`src/rtl/ttl_ls161_pseudo_counter_if.sv`:
```
// Pin bundle for one 74LS161/163 counter stage.
//   master : drives cen/clr/load/enp/ent/din, observes q/qn/rco/edge_o
//   slave  : the counter itself
interface ttl_ls161_pseudo_counter_if #(
   parameter int unsigned W = 4
);
   logic         cen;     // TTL clock level
   logic         clr;     // clear, active high
   logic         load;    // parallel load, active high
   logic         enp;     // count enable P
   logic         ent;     // count enable T, also gates rco
   logic [W-1:0] din;     // parallel load data
   logic [W-1:0] q;       // counter value
   logic [W-1:0] qn;      // complement of q
   logic         rco;     // ripple carry out
   logic         edge_o;  // one-cycle strobe after a cen rising edge

   modport master (
      output cen, clr, load, enp, ent, din,
      input  q, qn, rco, edge_o
   );

   modport slave (
      input  cen, clr, load, enp, ent, din,
      output q, qn, rco, edge_o
   );
endinterface

```
`src/rtl/ttl_ls161_pseudo_counter.sv`:
```
// Cycle-accurate 74LS161/74LS163 synchronous counter for a design where the TTL clock is a
// level (cen) sampled on the system clock. A count event is a detected rising edge of cen.
// Ports:
//   clk  system clock, all state updates on posedge
//   rst  synchronous reset, active high: q=INIT, edge detector primed high, edge_o=0
//   bus  slave modport of ttl_ls161_pseudo_counter_if
//        in : cen, clr, load, enp, ent, din
//        out: q (reg), qn (reg, always ~q), rco (comb: ent & q==all ones), edge_o (reg)
// Parameters:
//   W         counter width
//   SYNC_CLR  0 = LS161 clear acts every cycle, 1 = LS163 clear only on a count event
//   INIT      value loaded into q by rst
module ttl_ls161_pseudo_counter #(
   parameter int unsigned    W        = 4,
   parameter bit             SYNC_CLR = 1'b0,
   parameter logic [W-1:0]   INIT     = '0
) (
   input  logic                             clk,
   input  logic                             rst,
   ttl_ls161_pseudo_counter_if.slave        bus
);

   localparam logic [W-1:0] ALL_ONES = '1;

   logic [W-1:0] q_r;
   logic [W-1:0] qn_r;
   logic [W-1:0] q_nxt_c;
   logic         last_cen_r;
   logic         edge_r;
   logic         ev_c;
   logic         clr_hit_c;

   // Count event: cen high now, low on the previous sample.
   always_comb begin
      ev_c = bus.cen & ~last_cen_r;
   end

   // LS161 clear is level-sensitive on every clk; LS163 clear needs the count event.
   always_comb begin
      clr_hit_c = bus.clr & (~SYNC_CLR | ev_c);
   end

   // Next counter value, priority clear > load > count > hold.
   always_comb begin
      q_nxt_c = q_r;
      if (clr_hit_c) begin
         q_nxt_c = '0;
      end else if (ev_c && bus.load) begin
         q_nxt_c = bus.din;
      end else if (ev_c && bus.enp && bus.ent) begin
         q_nxt_c = q_r + W'(1);
      end
   end

   // State register; qn is registered from the same next value so it never diverges from ~q.
   // last_cen resets high so a cen held high across reset release is not a count event.
   always_ff @(posedge clk) begin
      if (rst) begin
         q_r        <= INIT;
         qn_r       <= ~INIT;
         last_cen_r <= 1'b1;
         edge_r     <= 1'b0;
      end else begin
         q_r        <= q_nxt_c;
         qn_r       <= ~q_nxt_c;
         last_cen_r <= bus.cen;
         edge_r     <= ev_c;
      end
   end

   assign bus.q      = q_r;
   assign bus.qn     = qn_r;
   assign bus.edge_o = edge_r;
   // Combinational so a cascaded stage sees the carry in the same cycle.
   assign bus.rco    = bus.ent & (q_r == ALL_ONES);

endmodule

```
`src/flat_wrapper.sv`:
```
// flat-port wrapper written by rule: the top's interface ports become plain ports
module ttl_ls161_pseudo_counter_flat 
#(
   parameter int unsigned    W        = 4,
   parameter bit             SYNC_CLR = 1'b0,
   parameter logic [W-1:0]   INIT     = '0
)
  (clk, rst, bus_cen, bus_clr, bus_load, bus_enp, bus_ent, bus_din, bus_q, bus_qn, bus_rco, bus_edge_o);
  ttl_ls161_pseudo_counter_if #(.W(W)) bus_i ();
  input  logic clk;
  input  logic rst;
  input wire logic [$bits(bus_i.cen)-1:0] bus_cen;
  input wire logic [$bits(bus_i.clr)-1:0] bus_clr;
  input wire logic [$bits(bus_i.load)-1:0] bus_load;
  input wire logic [$bits(bus_i.enp)-1:0] bus_enp;
  input wire logic [$bits(bus_i.ent)-1:0] bus_ent;
  input wire logic [$bits(bus_i.din)-1:0] bus_din;
  output wire logic [$bits(bus_i.q)-1:0] bus_q;
  output wire logic [$bits(bus_i.qn)-1:0] bus_qn;
  output wire logic [$bits(bus_i.rco)-1:0] bus_rco;
  output wire logic [$bits(bus_i.edge_o)-1:0] bus_edge_o;
  assign bus_i.cen = bus_cen;
  assign bus_i.clr = bus_clr;
  assign bus_i.load = bus_load;
  assign bus_i.enp = bus_enp;
  assign bus_i.ent = bus_ent;
  assign bus_i.din = bus_din;
  assign bus_q = bus_i.q;
  assign bus_qn = bus_i.qn;
  assign bus_rco = bus_i.rco;
  assign bus_edge_o = bus_i.edge_o;
  ttl_ls161_pseudo_counter #(.W(W), .SYNC_CLR(SYNC_CLR), .INIT(INIT)) u_core (.clk(clk), .rst(rst), .bus(bus_i));
endmodule
```
`config.mk`:
```
export PLATFORM = sky130hd
export DESIGN_NAME = ttl_ls161_pseudo_counter_flat
export DESIGN_NICKNAME = d
export VERILOG_FILES = /design/src/rtl/ttl_ls161_pseudo_counter_if.sv /design/src/rtl/ttl_ls161_pseudo_counter.sv /design/src/flat_wrapper.sv
export SDC_FILE = /design/constraint.sdc
export NUM_CORES = 1
export LEC_CHECK = 0
export ABC_AREA = 1
export CAP_MARGIN = 20
export CELL_PAD_IN_SITES_DETAIL_PLACEMENT = 1
export CELL_PAD_IN_SITES_GLOBAL_PLACEMENT = 1
export CORE_AREA = 2 2 46 48
export CTS_BUF_LIST = sky130_fd_sc_hd__clkbuf_4 sky130_fd_sc_hd__clkbuf_8
export DETAILED_ROUTE_END_ITERATION = 6
export DIE_AREA = 0 0 48 50
export PLACE_DENSITY = 0.71
export SLEW_MARGIN = 25
export SYNTH_ARGS = -nofsm -noshare
export SYNTH_HDL_FRONTEND = slang
export SYNTH_SLANG_ARGS = --single-unit
```
`constraint.sdc`:
```
create_clock -name clk -period 1 [get_ports clk]
set_input_delay 0.15 -clock clk [delete_from_list [all_inputs] [get_ports clk]]
set_output_delay 0.15 -clock clk [all_outputs]
set_load 0.02 [all_outputs]
```
==> report_table.html <==
<table>
<tr><th>Metric</th><th>Value</th></tr>
<tr><th colspan="2">Status</th></tr>
<tr><td>Outcome</td><td>complete, but fails checks</td></tr>
<tr><td>Failing checks</td><td>setup timing</td></tr>
<tr><th colspan="2">Placed design</th></tr>
<tr><td>Post-detail-place hpwl</td><td>approximately 980 um</td></tr>
<tr><td>Standard cell area after detailed placement</td><td>766 um2</td></tr>
<tr><td>Number of port buffers</td><td>20</td></tr>
<tr><td>Final weighted congestion in routability-driven placement</td><td>approximately 0.70</td></tr>
<tr><td>Number of placed instances with taps included</td><td>between 100 and 150</td></tr>
<tr><th colspan="2">Yosys</th></tr>
<tr><td>Flip-flop and latch count after synthesis</td><td>10</td></tr>
<tr><td>Count of unique library cells instantiated by Yosys</td><td>15</td></tr>
<tr><td>Fraction of post-synthesis cell area in the top cell type by area</td><td>a little over two fifths</td></tr>
<tr><td>Largest area contributor in the synthesized netlist</td><td>sky130_fd_sc_hd__dfxtp_1</td></tr>
<tr><td>Top post-synthesis cells by area</td><td>sky130_fd_sc_hd__dfxtp_1 (44%), sky130_fd_sc_hd__nand2_1 (11%), sky130_fd_sc_hd__nor2_1 (8.2%)</td></tr>
<tr><td>Number of synthesis warnings</td><td>0</td></tr>
<tr><td>Number of cells produced by synthesis</td><td>63</td></tr>
<tr><td>Share of synthesized area occupied by flip-flops and latches</td><td>around 44%</td></tr>
<tr><td>Average instance area after synthesis</td><td>7.23 um2</td></tr>
<tr><td>Number of nets in the synthesized netlist</td><td>75</td></tr>
<tr><td>Synthesized area</td><td>~460 um2</td></tr>
<tr><th colspan="2">Worst setup path</th></tr>
<tr><td>Required time worst endpoint</td><td>around 0.85 ns</td></tr>
<tr><td>CP Launch Type</td><td>register</td></tr>
<tr><td>Crit. End Element</td><td>primary output</td></tr>
<tr><td>End of the worst register-to-register path</td><td>u_core.bus.qn[2]</td></tr>
<tr><td>Critical-path cell with the highest stage delay</td><td>sky130_fd_sc_hd__dfxtp_4</td></tr>
<tr><td>Classification of the worst setup path</td><td>register to primary output</td></tr>
<tr><td>CP cell instances</td><td>ha_4 &gt; nand2_4 &gt; nor2_4 &gt; buf_6</td></tr>
<tr><td>Reg-to-reg startpoint</td><td>u_core.bus.q[0]</td></tr>
<tr><td>Critical-path maximum fanout</td><td>2</td></tr>
<tr><td>Count of cells along the worst register-to-register path</td><td>8</td></tr>
<tr><td>Arrival time reported for the critical path endpoint</td><td>roughly 1.0 ns</td></tr>
<tr><td>Register-to-Register Setup Slack</td><td>-0.15 ns</td></tr>
<tr><td>Largest incremental delay on the critical path</td><td>about 0.37 ns</td></tr>
<tr><th colspan="2">Detailed routing</th></tr>
<tr><td>Routed len/inst</td><td>12.8 um</td></tr>
<tr><td>Final Routed Wirelength</td><td>roughly 1600 um</td></tr>
<tr><td>Number of design-rule violations left by the first detailed-router iteration</td><td>1</td></tr>
<tr><td>Residual antenna-violating net count after detailed routing</td><td>0</td></tr>
<tr><td>TritonRoute pass-1 iters</td><td>3</td></tr>
<tr><td>Via count</td><td>~530</td></tr>
<tr><td>Drt drc</td><td>0</td></tr>
<tr><td>Vias per cell</td><td>about 4.2</td></tr>
<tr><th colspan="2">CTS</th></tr>
<tr><td>Number of buffers inserted during clock tree synthesis</td><td>3</td></tr>
<tr><td>Number of sinks on the clock net</td><td>10</td></tr>
<tr><td>Bufs on Longest Clock Path</td><td>2</td></tr>
<tr><td>Clk slew on worst S/H paths</td><td>0.07 ns</td></tr>
<tr><td>CTS Hold Buffers Added</td><td>0</td></tr>
<tr><td>Clock latency reported for the late side of the worst-skew pair</td><td>0.27 ns</td></tr>
<tr><td>Number of levels the H-tree was split into</td><td>1</td></tr>
<tr><td>TritonCTS clock tree</td><td>yes</td></tr>
<tr><td>Cell at the root of the clock tree</td><td>sky130_fd_sc_hd__clkbuf_4</td></tr>
<tr><th colspan="2">Worst hold path</th></tr>
<tr><td>Destination of the worst hold path</td><td>u_core.last_cen_r</td></tr>
<tr><td>Worst Hold Depth</td><td>2</td></tr>
<tr><td>Worst min-delay path category</td><td>input pin to register</td></tr>
<tr><td>Startpoint of the lowest-slack hold path</td><td>bus_cen</td></tr>
<tr><th colspan="2">GRT</th></tr>
<tr><td>First-pass GRT wire length</td><td>between 2000 and 3000 um</td></tr>
<tr><td>GRT Util Overall</td><td>between 10% and 20%</td></tr>
<tr><td>Congestion Overflow GR</td><td>0</td></tr>
<tr><td>Pin count of the biggest net entering global routing</td><td>10</td></tr>
<tr><td>Via count of the first global-routing pass</td><td>551</td></tr>
<tr><td>Number of antenna violations at the first check in global routing</td><td>0</td></tr>
<tr><th colspan="2">Power</th></tr>
<tr><td>Maximum VDD drop</td><td>between 0.5 and 0.6 mV</td></tr>
<tr><td>PwrDens</td><td>945 nW/um2</td></tr>
<tr><td>Leak Pwr</td><td>about 0.47 nW</td></tr>
<tr><td>Total Power</td><td>slightly below 0.9 mW</td></tr>
<tr><th colspan="2">STA</th></tr>
<tr><td>Slew at the pin closest to its max-slew limit</td><td>between 0.2 and 0.25 ns</td></tr>
<tr><td>Highest clock rate</td><td>about 0.85 GHz</td></tr>
<tr><td>Finish-stage setup viols</td><td>11</td></tr>
<tr><td>Setup Skew</td><td>slightly above 0.002 ns</td></tr>
<tr><td>Hold slack final</td><td>0.318 ns</td></tr>
<tr><td>Final Slew Violations</td><td>0</td></tr>
<tr><td>Headroom to the max-slew limit</td><td>between 80% and 90%</td></tr>
<tr><td>Unrepaired setup endpoints after global routing</td><td>true</td></tr>
<tr><td>Hold violation count in the final report</td><td>0</td></tr>
<tr><td>Ratio of final minimum period to clock period</td><td>118%</td></tr>
<tr><td>Post-layout min period</td><td>around 1.2 ns</td></tr>
<tr><td>Final worst-path setup slack</td><td>-0.182 ns</td></tr>
<tr><th colspan="2">Floorplanning</th></tr>
<tr><td>Die X-Extent</td><td>48 um</td></tr>
<tr><td>Die ar.</td><td>roughly 2400 um2</td></tr>
<tr><td>Number of primary I/O pins</td><td>21</td></tr>
<tr><td>Standard-cell rows</td><td>16</td></tr>
<tr><td>Initial Util</td><td>23.9%</td></tr>
<tr><td>Chip height</td><td>around 50 um</td></tr>
<tr><td>Core area</td><td>around 1900 um2</td></tr>
<tr><th colspan="2">Layout</th></tr>
<tr><td>Fin util</td><td>around half</td></tr>
<tr><td>Layout cell share with drive strength beyond 1</td><td>roughly 67%</td></tr>
<tr><td>Final antenna diode count</td><td>0</td></tr>
<tr><td>Final cell count without fillers</td><td>128</td></tr>
<tr><td>Post-Layout Inst Area</td><td>roughly 930 um2</td></tr>
<tr><td>Relative area change from synthesis to final layout</td><td>104%</td></tr>
<tr><td>Final nets</td><td>about 110</td></tr>
<tr><td>Fillers</td><td>240</td></tr>
<tr><th colspan="2">Job</th></tr>
<tr><td>Max-capacitance violation count</td><td>0</td></tr>
</table>
-- cells by family after synthesis --
kind of cell             count (synthesis)  synth area share [%]
adder cells (fa/ha/maj)                  1                  2.75
AND/OR/NAND/NOR                         37                  39.3
flip-flops                              10                  44.0
buffers and inverters                   12                  9.89
AO/OA/AOI/OAI                            3                  4.12
-- per-layer routing --
metal / routed length, um / global-route usage [%] / vias up
li1: - / - / 264
met1: 585 / 15.9 / 244
met2: 923 / 27.1 / 16
met3: 46 / 2.56 / 8
met4: 88 / 14.4 / 0
met5: 0 / 0 / -
-- metrics by stage --
stage          worst slack, ns  setup TNS (ns)
2_1_floorplan          0.00202               0
3_3_place_gp            -0.495           -3.85
3_5_place_dp            -0.517           -4.04
4_1_cts                 -0.172           -1.06
5_1_grt                 -0.231           -1.71
6_report                -0.182           -1.20
-- synthesized netlist by cell type --
cell type	count
sky130_fd_sc_hd__dfxtp_1	10
sky130_fd_sc_hd__nand2_2	5
sky130_fd_sc_hd__nor2_2	2
sky130_fd_sc_hd__or2_2	1
sky130_fd_sc_hd__nor2_4	1
sky130_fd_sc_hd__o21ai_2	1
sky130_fd_sc_hd__nand2_4	1
sky130_fd_sc_hd__o21ai_0	1
sky130_fd_sc_hd__ha_1	1
sky130_fd_sc_hd__nand2_1	13
sky130_fd_sc_hd__inv_2	4
sky130_fd_sc_hd__nor2_1	10
sky130_fd_sc_hd__inv_1	8
sky130_fd_sc_hd__nand3_1	4
sky130_fd_sc_hd__a21oi_1	1
-- flip-flops by register name, summed over array words and instances (netlist names) --
signal / flops
u_core.bus.q: 4
u_core.last_cen_r: 1
u_core.bus.qn: 4
u_core.bus.edge_o: 1
-- area by class of cell --
cell class / count / area, um2 / share of cell area, %
clock buffer: 4 / 30.0 / 3.23
inverter: 12 / 45.0 / 4.85
sequential: 10 / 209 / 22.5
tap: 27 / 33.8 / 3.63
timing repair buffer: 34 / 312 / 33.5
multi-input combinational: 41 / 300 / 32.3
-- layout by cell type, fill, tap and decap left out, drive strengths merged --
master,synthesis,final
or2,1,1
clkbuf,0,4
nand3,4,4
o21ai,2,2
clkdlybuf4s50,0,9
nand2,19,19
nor2,13,13
dlygate4sd2,0,1
inv,12,12
dfxtp,10,10
buf,0,24
a21oi,1,1
ha,1,1
-- worst max-delay path by stage --
stage | from | to | slack [ns] | depth (start not counted)
floorplan | u_core.bus.q[0] | u_core.bus.qn[2] | 0.002 | 7
CTS | u_core.bus.q[1] | bus_rco | -0.17 | 4
finish | u_core.bus.q[0] | bus_rco | -0.18 | 4
global route | u_core.bus.q[0] | bus_rco | -0.23 | 4
detailed placement | bus_ent | bus_rco | -0.52 | 4
global placement | bus_ent | bus_rco | -0.49 | 4
-- power breakdown --
group | switching (mW) | internal [mW] | leakage [nW]
sequential | 0.00573 | 0.406 | 0.0834
combinational | 0.0657 | 0.0764 | 0.370
clock | 0.144 | 0.182 | 0.0184
total | 0.215 | 0.664 | 0.471
-- repair_timing --
action,4_1_cts,5_1_grt
gates resized for setup,67,17
pin swaps,11,8
setup buffers,5,4
setup endpoints to repair,17,17
-- critical path, delay by kind of cell (launching register included) --
kind,cells,cell delay [ns]
and+or+nand+nor,2,0.12
DFF,1,0.37
adders and majority gates,1,0.15
buffers and inverters,1,0.11
Power figures use the tool's default switching activity.
